===== src/rtl/dmem_port_arbiter_if.sv =====
// Bundle of the processor, debug and dmem-side signals of the data-memory port arbiter.
// Handshake: *_req is held by the requester. An access is accepted in any cycle where
// *_req and *_gnt are both high. *_gnt is combinational, so a requester must keep its
// addr/data/wren stable for the whole cycle. *_rvalid is a one-cycle pulse qualifying *_q.
interface dmem_port_arbiter_if #(
  parameter int ADDR_W = 12,
  parameter int DATA_W = 32
);
  logic              proc_req;
  logic              proc_wren;
  logic [ADDR_W-1:0] proc_addr;
  logic [DATA_W-1:0] proc_data;
  logic              proc_gnt;
  logic              proc_rvalid;
  logic [DATA_W-1:0] proc_q;

  logic              dbg_req;
  logic              dbg_wren;
  logic [ADDR_W-1:0] dbg_addr;
  logic [DATA_W-1:0] dbg_data;
  logic              dbg_lock;
  logic              dbg_gnt;
  logic              dbg_rvalid;
  logic [DATA_W-1:0] dbg_q;

  logic [ADDR_W-1:0] address_dmem;
  logic [DATA_W-1:0] data;
  logic              wren;
  logic [DATA_W-1:0] q_dmem;

  modport slave (
    input  proc_req, proc_wren, proc_addr, proc_data,
    output proc_gnt, proc_rvalid, proc_q,
    input  dbg_req, dbg_wren, dbg_addr, dbg_data, dbg_lock,
    output dbg_gnt, dbg_rvalid, dbg_q,
    output address_dmem, data, wren,
    input  q_dmem
  );

  modport master (
    output proc_req, proc_wren, proc_addr, proc_data,
    input  proc_gnt, proc_rvalid, proc_q,
    output dbg_req, dbg_wren, dbg_addr, dbg_data, dbg_lock,
    input  dbg_gnt, dbg_rvalid, dbg_q,
    input  address_dmem, data, wren,
    output q_dmem
  );
endinterface


===== src/rtl/dmem_port_arbiter.sv =====
// Arbitrates the single-port dmem between the processor and the debug port, one access
// per cycle, and routes read data back to whichever requester issued each read.
module dmem_port_arbiter #(
  parameter int ADDR_W   = 12,
  parameter int DATA_W   = 32,
  parameter int READ_LAT = 1,
  parameter int MAX_WAIT = 4
) (
  input  logic                 clock,
  input  logic                 reset,
  dmem_port_arbiter_if.slave   bus
);

  localparam logic [3:0] MAX_WAIT_C = 4'(MAX_WAIT);

  logic [3:0]          wait_cnt_q, wait_cnt_d;
  logic                proc_gnt, dbg_gnt, dbg_urgent;
  logic [ADDR_W-1:0]   addr_q, addr_d;
  logic [DATA_W-1:0]   data_q, data_d;
  logic                wren_c;
  logic [READ_LAT-1:0] tag_vld_q, tag_own_q;
  logic                push_vld, tail_vld;
  logic                proc_rvalid, dbg_rvalid;
  logic [DATA_W-1:0]   proc_q_q, proc_q_d, dbg_q_q, dbg_q_d;

  // A starved debug port overrides the processor once it has waited MAX_WAIT cycles.
  always_comb begin
    dbg_urgent = (wait_cnt_q == MAX_WAIT_C) && bus.dbg_req;
    proc_gnt   = 1'b0;
    dbg_gnt    = 1'b0;
    if (!reset) begin
      if (bus.dbg_lock)      dbg_gnt  = bus.dbg_req;
      else if (dbg_urgent)   dbg_gnt  = 1'b1;
      else if (bus.proc_req) proc_gnt = 1'b1;
      else                   dbg_gnt  = bus.dbg_req;
    end
  end

  always_comb begin
    wait_cnt_d = wait_cnt_q;
    if (!bus.dbg_req || dbg_gnt)     wait_cnt_d = 4'd0;
    else if (wait_cnt_q < MAX_WAIT_C) wait_cnt_d = wait_cnt_q + 4'd1;
  end

  always_comb begin
    addr_d = addr_q;
    data_d = data_q;
    wren_c = 1'b0;
    if (proc_gnt) begin
      addr_d = bus.proc_addr;
      data_d = bus.proc_data;
      wren_c = bus.proc_wren;
    end else if (dbg_gnt) begin
      addr_d = bus.dbg_addr;
      data_d = bus.dbg_data;
      wren_c = bus.dbg_wren;
    end
  end

  // Tag pipeline: valid marks a granted read, owner 1 = debug, 0 = processor.
  assign push_vld    = (proc_gnt && !bus.proc_wren) || (dbg_gnt && !bus.dbg_wren);
  assign tail_vld    = tag_vld_q[READ_LAT-1] && !reset;
  assign proc_rvalid = tail_vld && !tag_own_q[READ_LAT-1];
  assign dbg_rvalid  = tail_vld &&  tag_own_q[READ_LAT-1];
  assign proc_q_d    = proc_rvalid ? bus.q_dmem : proc_q_q;
  assign dbg_q_d     = dbg_rvalid  ? bus.q_dmem : dbg_q_q;

  always_ff @(posedge clock) begin
    if (reset) begin
      wait_cnt_q <= 4'd0;
      addr_q     <= '0;
      data_q     <= '0;
      tag_vld_q  <= '0;
      tag_own_q  <= '0;
      proc_q_q   <= '0;
      dbg_q_q    <= '0;
    end else begin
      wait_cnt_q   <= wait_cnt_d;
      addr_q       <= addr_d;
      data_q       <= data_d;
      proc_q_q     <= proc_q_d;
      dbg_q_q      <= dbg_q_d;
      tag_vld_q[0] <= push_vld;
      tag_own_q[0] <= dbg_gnt;
      for (int i = 1; i < READ_LAT; i++) begin
        tag_vld_q[i] <= tag_vld_q[i-1];
        tag_own_q[i] <= tag_own_q[i-1];
      end
    end
  end

  assign bus.proc_gnt     = proc_gnt;
  assign bus.dbg_gnt      = dbg_gnt;
  assign bus.proc_rvalid  = proc_rvalid;
  assign bus.dbg_rvalid   = dbg_rvalid;
  assign bus.proc_q       = reset ? '0 : proc_q_d;
  assign bus.dbg_q        = reset ? '0 : dbg_q_d;
  assign bus.address_dmem = reset ? '0 : addr_d;
  assign bus.data         = reset ? '0 : data_d;
  assign bus.wren         = wren_c;

endmodule


===== src/flat_wrapper.sv =====
// flat-port wrapper written by rule: the top's interface ports become plain ports
module dmem_port_arbiter_flat 
#(
  parameter int ADDR_W   = 12,
  parameter int DATA_W   = 32,
  parameter int READ_LAT = 1,
  parameter int MAX_WAIT = 4
)
  (clock, reset, bus_proc_req, bus_proc_wren, bus_proc_addr, bus_proc_data, bus_proc_gnt, bus_proc_rvalid, bus_proc_q, bus_dbg_req, bus_dbg_wren, bus_dbg_addr, bus_dbg_data, bus_dbg_lock, bus_dbg_gnt, bus_dbg_rvalid, bus_dbg_q, bus_address_dmem, bus_data, bus_wren, bus_q_dmem);
  dmem_port_arbiter_if #(.ADDR_W(ADDR_W), .DATA_W(DATA_W)) bus_i ();
  input  logic clock;
  input  logic reset;
  input wire logic [$bits(bus_i.proc_req)-1:0] bus_proc_req;
  input wire logic [$bits(bus_i.proc_wren)-1:0] bus_proc_wren;
  input wire logic [$bits(bus_i.proc_addr)-1:0] bus_proc_addr;
  input wire logic [$bits(bus_i.proc_data)-1:0] bus_proc_data;
  output wire logic [$bits(bus_i.proc_gnt)-1:0] bus_proc_gnt;
  output wire logic [$bits(bus_i.proc_rvalid)-1:0] bus_proc_rvalid;
  output wire logic [$bits(bus_i.proc_q)-1:0] bus_proc_q;
  input wire logic [$bits(bus_i.dbg_req)-1:0] bus_dbg_req;
  input wire logic [$bits(bus_i.dbg_wren)-1:0] bus_dbg_wren;
  input wire logic [$bits(bus_i.dbg_addr)-1:0] bus_dbg_addr;
  input wire logic [$bits(bus_i.dbg_data)-1:0] bus_dbg_data;
  input wire logic [$bits(bus_i.dbg_lock)-1:0] bus_dbg_lock;
  output wire logic [$bits(bus_i.dbg_gnt)-1:0] bus_dbg_gnt;
  output wire logic [$bits(bus_i.dbg_rvalid)-1:0] bus_dbg_rvalid;
  output wire logic [$bits(bus_i.dbg_q)-1:0] bus_dbg_q;
  output wire logic [$bits(bus_i.address_dmem)-1:0] bus_address_dmem;
  output wire logic [$bits(bus_i.data)-1:0] bus_data;
  output wire logic [$bits(bus_i.wren)-1:0] bus_wren;
  input wire logic [$bits(bus_i.q_dmem)-1:0] bus_q_dmem;
  assign bus_i.proc_req = bus_proc_req;
  assign bus_i.proc_wren = bus_proc_wren;
  assign bus_i.proc_addr = bus_proc_addr;
  assign bus_i.proc_data = bus_proc_data;
  assign bus_proc_gnt = bus_i.proc_gnt;
  assign bus_proc_rvalid = bus_i.proc_rvalid;
  assign bus_proc_q = bus_i.proc_q;
  assign bus_i.dbg_req = bus_dbg_req;
  assign bus_i.dbg_wren = bus_dbg_wren;
  assign bus_i.dbg_addr = bus_dbg_addr;
  assign bus_i.dbg_data = bus_dbg_data;
  assign bus_i.dbg_lock = bus_dbg_lock;
  assign bus_dbg_gnt = bus_i.dbg_gnt;
  assign bus_dbg_rvalid = bus_i.dbg_rvalid;
  assign bus_dbg_q = bus_i.dbg_q;
  assign bus_address_dmem = bus_i.address_dmem;
  assign bus_data = bus_i.data;
  assign bus_wren = bus_i.wren;
  assign bus_i.q_dmem = bus_q_dmem;
  dmem_port_arbiter #(.ADDR_W(ADDR_W), .DATA_W(DATA_W), .READ_LAT(READ_LAT), .MAX_WAIT(MAX_WAIT)) u_core (.clock(clock), .reset(reset), .bus(bus_i));
endmodule

===== config.mk =====
export PLATFORM = sky130hd
export DESIGN_NAME = dmem_port_arbiter_flat
export DESIGN_NICKNAME = d
export VERILOG_FILES = /design/src/rtl/dmem_port_arbiter_if.sv /design/src/rtl/dmem_port_arbiter.sv /design/src/flat_wrapper.sv
export SDC_FILE = /design/constraint.sdc
export NUM_CORES = 1
export LEC_CHECK = 0
export CORE_UTILIZATION = 45
export CTS_BUF_LIST = sky130_fd_sc_hd__clkbuf_2
export DETAILED_ROUTE_END_ITERATION = 12
export PLACE_DENSITY = 0.88
export SYNTH_ARGS = -nofsm -noshare
export SYNTH_HDL_FRONTEND = slang
export SYNTH_SLANG_ARGS = --single-unit

===== constraint.sdc =====
create_clock -name clock -period 3.7 [get_ports clock]
set_clock_uncertainty 0.2 [all_clocks]
set_input_delay 0.37 -clock clock [delete_from_list [all_inputs] [get_ports clock]]
set_output_delay 0.37 -clock clock [all_outputs]
set_load 0.005 [all_outputs]

== Yosys cells after proc, flatten, opt, wreduce, memory -nomap -nowiden ==
Cells that the tools add are included.
Word-level totals
  bits in registers: 114
  input port bits: 127
  word-level logic and storage cells: 44
  output and inout port bits: 113
Cells by class
  equal/unequal tests: 1
  $lt $le $gt $ge: 1
  add/sub/neg operators: 1
  mux-type cells: 20
  reduce and logical (&&, ||, !) cells: 14
Operators by type and width (count)
  $mux W32: 7
  $mux W12: 3
  $mux W1: 10
  $logic_and A1 B1 Y1: 6
  $logic_not A1 Y1: 5
  $add A4 B1 Y4 const B: 1
  $eq A4 B3 Y1 const B: 1
  $lt A4 B3 Y1 const B: 1
  $logic_or A1 B1 Y1: 2
  $reduce_or A2 Y1: 1

== Logic depth before layout (Yosys ltp) ==
Gate-level depths: netlist (run 1).
  depth after elaboration: 8
  depth in mapped cells: 7
  gate-level depth less buffers: 5

== Worst setup path after synthesis (run 1) ==
OpenSTA, ideal clock, no wires.
  kind: reg2out
  start point: register u_core.wait_cnt_q[0]
  end point: output port bus_address_dmem[0]
  arrival: 1.359 ns
  required time: 3.130 ns
  path slack: 1.771 ns
  cell stages (with the launch flop): 8
  path through: dfxtp_1 > inv_1 > ha_1 > and4b_1 > buf_6 > buf_2 > a22oi_1 > a21oi_1
On the way
  longest elaborated chain between the ends: 8
  elaborated cells between the ends (all ways): 11
  those cells by class: eq/ne: 1; mux: 9; reduce/logical: 1
RTL lines
  start, declared: line dmem_port_arbiter.sv:16  | logic [3:0] wait_cnt_q, wait_cnt_d;
  start signal, assigned: line dmem_port_arbiter.sv:78  | wait_cnt_q <= wait_cnt_d;
  $eq A4 B3 Y1 *: line dmem_port_arbiter.sv:28  | dbg_urgent = (wait_cnt_q == MAX_WAIT_C) && bus.dbg_req;
  $logic_and A1 B1 Y1 *: line dmem_port_arbiter.sv:28
  $mux W1: line dmem_port_arbiter.sv:33  | else if (dbg_urgent) dbg_gnt = 1'b1;
  $mux W1: line dmem_port_arbiter.sv:32  | if (bus.dbg_lock) dbg_gnt = bus.dbg_req;
  $mux W1: line dmem_port_arbiter.sv:31  | if (!reset) begin
  $mux W12: line dmem_port_arbiter.sv:53  | end else if (dbg_gnt) begin
  $mux W12 *: line dmem_port_arbiter.sv:49  | if (proc_gnt) begin
  $mux W12 *: line dmem_port_arbiter.sv:98  | assign bus.address_dmem = reset ? '0 : addr_d;
  end, declared: line flat_wrapper.sv:28  | output wire logic [$bits(bus_i.address_dmem)-1:0] bus_address_dmem;
Mark *: on every way between the ends. The rest lies on a longest branch, timed or not.

== Worst setup path after layout (run 1) ==
  start point: register u_core.wait_cnt_q[0]
  end point: output port bus_wren
On the way
  longest elaborated chain between the ends: 7
  elaborated cells between the ends (all ways): 10
  those cells by class: eq/ne: 1; mux: 8; reduce/logical: 1
RTL lines
  $eq A4 B3 Y1 *: line dmem_port_arbiter.sv:28
  $logic_and A1 B1 Y1 *: line dmem_port_arbiter.sv:28
  $mux W1: line dmem_port_arbiter.sv:33
  $mux W1: line dmem_port_arbiter.sv:32
  $mux W1: line dmem_port_arbiter.sv:31
  $mux W1: line dmem_port_arbiter.sv:53
  $mux W1 *: line dmem_port_arbiter.sv:49
  end, declared: line flat_wrapper.sv:30  | output wire logic [$bits(bus_i.wren)-1:0] bus_wren;
Marked as above.

==> impl_summary.md, run 1 <==
STA
The relative max-transition margin is 56.63%. At the pin with the least slew margin, the transition time is 0.6506 ns. The number of pins exceeding their max-slew limit in the final report is 0. Setup violations remaining at the end of the flow were counted as 0. Setup repair after global routing left no endpoint under its margin. The clock period minus final worst setup slack is 3.450 ns.

The final number of hold-violating endpoints is 0. The worst hold slack after final layout is 0.08386 ns. Timing would allow up to 0.2899 GHz. After layout, the worst path uses 93.23% of the clock period. The total negative setup slack is 0 ns.

Floorplanning
The core area is 0.01051 mm2. Once the floorplan was initialized, standard cells occupied 47.10% of the core. The number of top-level pins is 240. The total die area is 0.01142 mm2. In this run the horizontal extent of the chip is 106.9 um. The die height is 106.9 um. The number of rows created at floorplan is 37.

Logic synthesis
In this run, distinct cell masters in the synthesized netlist total 24. The post-synthesis sequential area ratio is 46.11%. By count the netlist is led by dfxtp_1 (114), nand2_1 (100), a21oi_1 (48). The mean instance size in the synthesized netlist is 8.714 um2.

The Yosys step of the flow raised 0 warnings. The commonest register cell after synthesis is dfxtp_1. After synthesis, the share of flip-flops with an asynchronous set or reset is 0%.

In the post-synthesis netlist, the cell with the most instances is dfxtp_1. The leading area contributor after synthesis is dfxtp_1. The net count after synthesis is 697. In the synthesized netlist, the number of instances is 568.

The cell area that synthesis handed to floorplanning was 0.004950 mm2. The proportion of netlist area held by the largest area contributor is 46.11%. Counting flops with a built-in enable in the synthesized netlist gives 0. The synthesized design contains 114 register bits. Yosys attributes the largest share of cell area to dfxtp_1 (46%), mux2_2 (10%), nand2_1 (7.6%).

Setup path
The startpoint type of the worst setup path is a flip-flop. The category of the most critical setup path is flip-flop to output port. The required time at the endpoint of the critical path is 3.13 ns. The largest driver fanout on the critical path is 45. The worst endpoint data arrival time is 2.88 ns. The worst setup path is captured at an output port.

Clock tree
The TritonCTS clock tree is built. The clock passes through at most 2 buffers. The CTS H-tree depth is 4. The cell at the root of the clock tree is clkbuf_2. The number of clock buffers inserted by TritonCTS is 17. The number of sinks handled by clock tree synthesis is 114. The clock transition at the register clock pins on the worst setup and hold paths after CTS is 0.16 ns. The number of buffers inserted to repair setup after CTS is 0. In this run, post-CTS hold repair placed 0 buffers. The later pin in the worst-skew pair is clocked with a latency of 0.64 ns.

Placement
Routability-driven placement finished with a final weighted congestion of 0.8125. The port buffer count is 239. The HPWL after detailed placement is 10920 um.

Layout
The layout overhead on the synthesized area is 52.22%. The number of inserted diodes is 0. The net count of the finished layout is 916. The share of post-route cells with drive strength above 1 is 10.40%.

Global routing
In the global route stage, overall resource usage came out at 26.96%. Entering global routing, the biggest net connects 66 pins. The global-route met1 utilization is 29.72%. The first global-routing pass estimated 24060 um of wire. The met3 usage is 11.37%.

The number of global-route vias before repair is 4951. For this run, global-route usage on met2 was measured as 46.64%. In this run the most used layer during global routing was met2. The total congestion overflow after global routing is 0. The initial antenna violation count was 0.

Detailed routing
The total number of vias is 5054. Using the TritonRoute via totals, the vias-per-cell ratio works out to 5.411. The average wire per cell in the routed design is 16.76 um. In this run the remaining antenna-violating nets after routing total 0. The starting DRC count in detailed routing is 358. The DRC violation count after routing is 0.

Summed over all layers, the routed wires come to 15650 um. The first detailed-routing pass took 5 iterations.

Power
The share of total power consumed by net switching is 26.01%. The combinational fraction of design power is 19.6%. Per report_power, the clock group accounts for 27.1% of the total. The analysis attributes to net switching a power of 633.9 uW. Sequential cells account for 53.3% of the total power. The internal power of the cells totals 1803 uW. In this run the static leakage power is 0.002894 uW. Across the VDD grid, the largest voltage drop is 333.9 uV. The power density normalized to cell area is 323.4 mW/mm2.

Flow run
Max-cap violations in this run came to 0.

Min path
The path category of the worst min-delay check is input pin to flip-flop.

Outcome
The run finished with clean final reports.
==> sequential cells by signal (all words and copies together), names as in the netlist <==
register and count:
u_core.tag_vld_q 1, u_core.addr_q 12, u_core.proc_q_q 32, u_core.dbg_q_q 32, u_core.wait_cnt_q 4, u_core.tag_own_q 1, u_core.data_q 32
==> layout by cell type, fill, tap and decap left out <==
master	count
o21ai_0	35
a21oi_1	48
buf_4	10
clkbuf_2	19
clkinv_1	6
nand2b_1	34
nand4b_1	1
ha_1	2
nor2b_1	1
dfxtp_1	114
clkdlybuf4s50_1	237
or4_1	1
nor2b_4	1
nand3b_1	34
nor3b_2	1
buf_6	1
a22oi_1	44
buf_2	2
mux2_2	44
clkinv_2	4
o31ai_1	1
bufinv_16	1
nor2_1	5
o32ai_1	1
inv_1	6
nand2_1	100
nand3_1	44
and4b_1	1
==> cell families after synthesis <==
logic type / count (synthesis) / synth area share (%)
muxes: 44 / 10.01
and+or+nand+nor: 223 / 22.80
buffers and inverters: 56 / 5.182
AOI/OAI and AO/OA: 129 / 15.39
adders and majority gates: 2 / 0.5055
DFF: 114 / 46.11
==> through the flow <==
stage          setup slack [ns]  utilization, %  instance area, um2  power, uW  std cells
2_1_floorplan             1.771               -                4950       1506        568
3_3_place_gp             0.5127           70.07                7363       1781        904
3_5_place_dp             0.4086           70.07                7363       1797        904
4_1_cts                  0.1299           71.66                7531       2453        934
5_1_grt                 0.05561           71.70                7535       2560        934
6_report                 0.2503           71.70                7535       2437        934
==> path summary, 6_finish.rpt <==
check                           slack, ns                           to                              start  depth (start not counted)
worst min-delay path                 0.08   u_core.dbg_q_q[23]$_DFF_P_                     bus_q_dmem[23]                          3
worst max-delay path                 0.25                     bus_wren  u_core.wait_cnt_q[0]$_SDFFE_PP0N_                          7
worst max register to register       1.70  u_core.tag_vld_q$_SDFF_PP0_  u_core.wait_cnt_q[0]$_SDFFE_PP0N_                          6
worst min register to register       0.29   u_core.dbg_q_q[23]$_DFF_P_         u_core.dbg_q_q[23]$_DFF_P_                          2
==> power by group through the flow <==
stage | sequential (uW) | clock [uW] | combinational, uW
floorplan | 1320 | 0 | 187
global placement | 1320 | 0 | 460
detailed placement | 1320 | 0 | 473
CTS | 1300 | 679 | 477
global route | 1300 | 747 | 510
finish | 1300 | 660 | 478
==> layer usage <==
layer	part of all wire, %	vias up
li1	-	2414
met1	39	2363
met2	50	256
met3	10	21
met4	1.4	0
met5	0	-
==> what timing repair did <==
item	CTS	global route
hold endpoints to repair	0	0
endpoints found under the setup margin	0	1
gates resized for setup	0	1
==> final cells by class <==
type                    count  area, um2
clock buffers              19      95.09
clock inverters            11      72.57
fillers                   778       2974
inverters                   6      22.52
multi-input cells         398       2424
flip-flops and latches    114       2282
well taps                 136      170.2
repair buffers            250       2469
==> critical path: stages, from the launching register on <==
cell and delay, ns:
dfxtp_1 0.38, inv_1 0.07, ha_1 0.23, nand4b_1 0.11, buf_4 0.43, nand2_1 0.18, o32ai_1 0.27, clkdlybuf4s50_1 0.56
(Power assumes the default switching activity.)
==> run 2, diff against run 1 <==
- CORE_MARGIN: not set -> 2
==> impl_summary.md, run 2 (synthesized netlist as in run 1, its figures left out) <==
Outcome
The flow ran to the end, and the final reports show no timing, DRC or antenna violations.

Global routing
The total congestion overflow after global routing is 0. The total track usage is 25.62%. The global-route met1 utilization is 27.35%. The initial antenna violation count is 0. The busiest layer in global routing is met2. The number of global-route vias before repair is 4950. Global routing used 43.30% of the available met2 tracks. The wire length of the first global-routing pass is 23610 um. The met3 usage is 11.24%. The largest net degree at the start of global routing is 117.

Detailed routing
In this run, the number of DRC markers left after iteration 0 of detailed routing was 422. Across all layers, the routed design uses 5059 vias. The routed wire length is 15550 um. In the routed design, unresolved DRC markers number 0. The detailed-router iteration count before antenna repair is 5. The average wire per cell in the routed design is 16.49 um. The via-per-instance ratio is 5.365. The detail route stage leaves a number of antenna-violating nets equal to 0.

Min path
The startpoint identified for the worst hold timing path is bus_proc_data[11]. The worst hold path terminates at u_core.data_q[11]$_DFF_P_. The path category of the worst min-delay check is input pin to flip-flop. The worst hold path was traced through 3 stages.

Setup path
The worst-case register-to-register setup slack is 1.70 ns. The endpoint identified for the worst register-to-register timing path is u_core.tag_vld_q$_SDFF_PP0_. In this run the worst path has a maximum fanout of 45. The slowest stage of the critical path belongs to the cell clkdlybuf4s50_1.

The startpoint type of the worst setup path is a flip-flop. In this run the critical register-to-register path is launched from u_core.wait_cnt_q[0]$_SDFFE_PP0N_. Data on the critical path arrives at its endpoint at 2.89 ns.

The delay of the slowest critical-path stage is 0.57 ns. Traced cell by cell, the critical path runs through inv_1, ha_1, nand4b_1, buf_4, nand3_1, a21oi_1, clkdlybuf4s50_1. The required time at the endpoint of the critical path is 3.13 ns.

The depth of the most critical reg-to-reg path is 6. The category of the most critical setup path is flip-flop to output port. The kind of capture point of the worst setup path is an output port.

Clock tree
The TritonCTS clock tree is built. Clock tree synthesis selected as its root buffer the cell clkbuf_2. The number of clock buffers inserted by TritonCTS is 17.

The later pin in the worst-skew pair is clocked with a latency of 0.66 ns. The CTS H-tree depth is 4. The maximum count of clock buffers along a single path is 2.

The clock net in this run drives a total of 114 sinks. The clock transition at the register clock pins on the worst setup and hold paths after CTS is 0.17 ns.

Power
VDD sags by at most 325.8 uV. The combinational fraction of design power is 20.0%. The net switching power is 646.0 uW. In this run switching power makes up 26.98% of total power.

The analysis attributes to cell leakage a power of 0.002897 uW. Internal power comes to 1749 uW. In this run the power density over the cells is 317.3 mW/mm2. The clock group share of total power is 25.7%. In this run, flip-flops and latches consume 54.2% of the power.

Placement
The number of placed instances, taps included is 908. The worst setup timing slack at the placement stage is 0.8691 ns. The port buffer count is 239. Routability-driven placement finished with a final weighted congestion of 0.8227. Once detailed placement completed, the half-perimeter wirelength came to 10910 um.

STA
The share of the clock period used by the worst path after layout is 93.40%. The setup-violating endpoint count in the final report is 0. The final number of hold-violating endpoints is 0. The number of pins exceeding their max-slew limit in the final report is 0. The minimum setup slack in the final design is 0.2441 ns. Headroom to the max-slew limit came out at 30.45%. The pin slew with the least headroom to its limit is 1.042 ns. Derived from the worst setup path, the maximum achievable clock frequency is 0.2894 GHz. The worst path in the final design needs a cycle of 3.456 ns, including I/O delays and setup.

Floorplanning
After floorplanning, the core was sized to cover 0.01079 mm2. The number of rows created at floorplan is 38. 240 I/O pins were placed. The initial utilization of the core area, before any placement, comes to 45.86%. The die height is 108.9 um. The die covers 0.01185 mm2. The die width is 108.9 um.

Layout
The finished layout holds 943 standard cells, fillers aside. The area used by sequential logic in the layout is 0.002282 mm2. The share of post-route cells with drive strength above 1 is 10.47%. Leaving out fill and tap cells, the most frequent cell in the layout is clkdlybuf4s50_1.

Summing all multi-input logic gate instances after layout gives 0.002424 mm2. The layout overhead on the synthesized area is 52.45%. The number of fill cells is 811.

For this run, the share of the core covered by cells in the final layout is 69.92%. At the end of the flow, the number of nets in the layout was 918. In the final layout, the registers with the most flip-flops are u_core.data_q: 32 flops, u_core.dbg_q_q: 32 flops, u_core.proc_q_q: 32 flops. The top cell types in the final layout, fill and taps aside, are clkdlybuf4s50_1 (237), dfxtp_1 (114), nand2_1 (100).

Flow run
The total of max-cap violations is 0.
[run 2: cell type report]
type | count | share of cell area [%]
multi-input cells | 398 | 32.12
clock buffers | 21 | 1.393
flip-flops and latches | 114 | 30.24
well taps | 140 | 2.321
diodes | 1 | 0.03316
clock inverters | 11 | 0.6135
repair buffers | 252 | 32.98
inverters | 6 | 0.2985
[run 2: what timing repair did]
action,4_1_cts,5_1_grt
hold buffers,0,2
endpoints found under the hold margin,0,2
gates resized for setup,0,1
setup buffers,0,0
endpoints found under the setup margin,0,17
[run 2: power by group through the flow]
stage,Combinational (uW),Clock (uW),Sequential [uW]
after floorplan,187,0,1320
after global placement,463,0,1320
after detailed placement,474,0,1320
after CTS,478,631,1300
after global routing,515,697,1300
final,480,617,1300
[run 2: stage by stage]
stage | hold WS [ns] | TNS, ns | area, um2 | power [uW]
CTS | 0.01118 | 0 | 7520 | 2406
global route | 0.0006528 | -0.003182 | 7543 | 2515
detailed placement | 0.2684 | 0 | 7368 | 1798
floorplan | 0.2536 | 0 | 4950 | 1506
global placement | 0.2614 | 0 | 7368 | 1784
finish | 0.06771 | 0 | 7546 | 2395
[run 2: worst max-delay path, delay by kind of cell (launching register included)]
family	cells	cell delay, ns
flops	1	0.38
buf+inv	3	1.06
compound gates	1	0.31
simple gates	2	0.24
fa+ha+maj	1	0.24
[run 2: how the worst max path moves through the flow]
stage	startpoint	to	depth (start not counted)
2_1_floorplan	u_core.wait_cnt_q[0]$_SDFFE_PP0N_	bus_address_dmem[0]	7
3_3_place_gp	bus_proc_req	bus_data[1]	6
3_5_place_dp	bus_dbg_lock	bus_data[1]	6
4_1_cts	u_core.wait_cnt_q[0]$_SDFFE_PP0N_	bus_data[1]	7
5_1_grt	u_core.wait_cnt_q[0]$_SDFFE_PP0N_	bus_data[18]	7
6_report	u_core.wait_cnt_q[0]$_SDFFE_PP0N_	bus_data[1]	7
[run 2: per-layer routing]
layer | vias to the layer above | share of wire [%]
met5 | - | 0
met4 | 0 | 3.1
met3 | 41 | 10
met2 | 248 | 48
met1 | 2341 | 38
li1 | 2429 | -
==> run 3, diff against run 2 <==
- SLEW_MARGIN: not set -> 20
==> results of run 3 <==
Same layout as run 2: the final DEF is identical, and so are final timing and power.
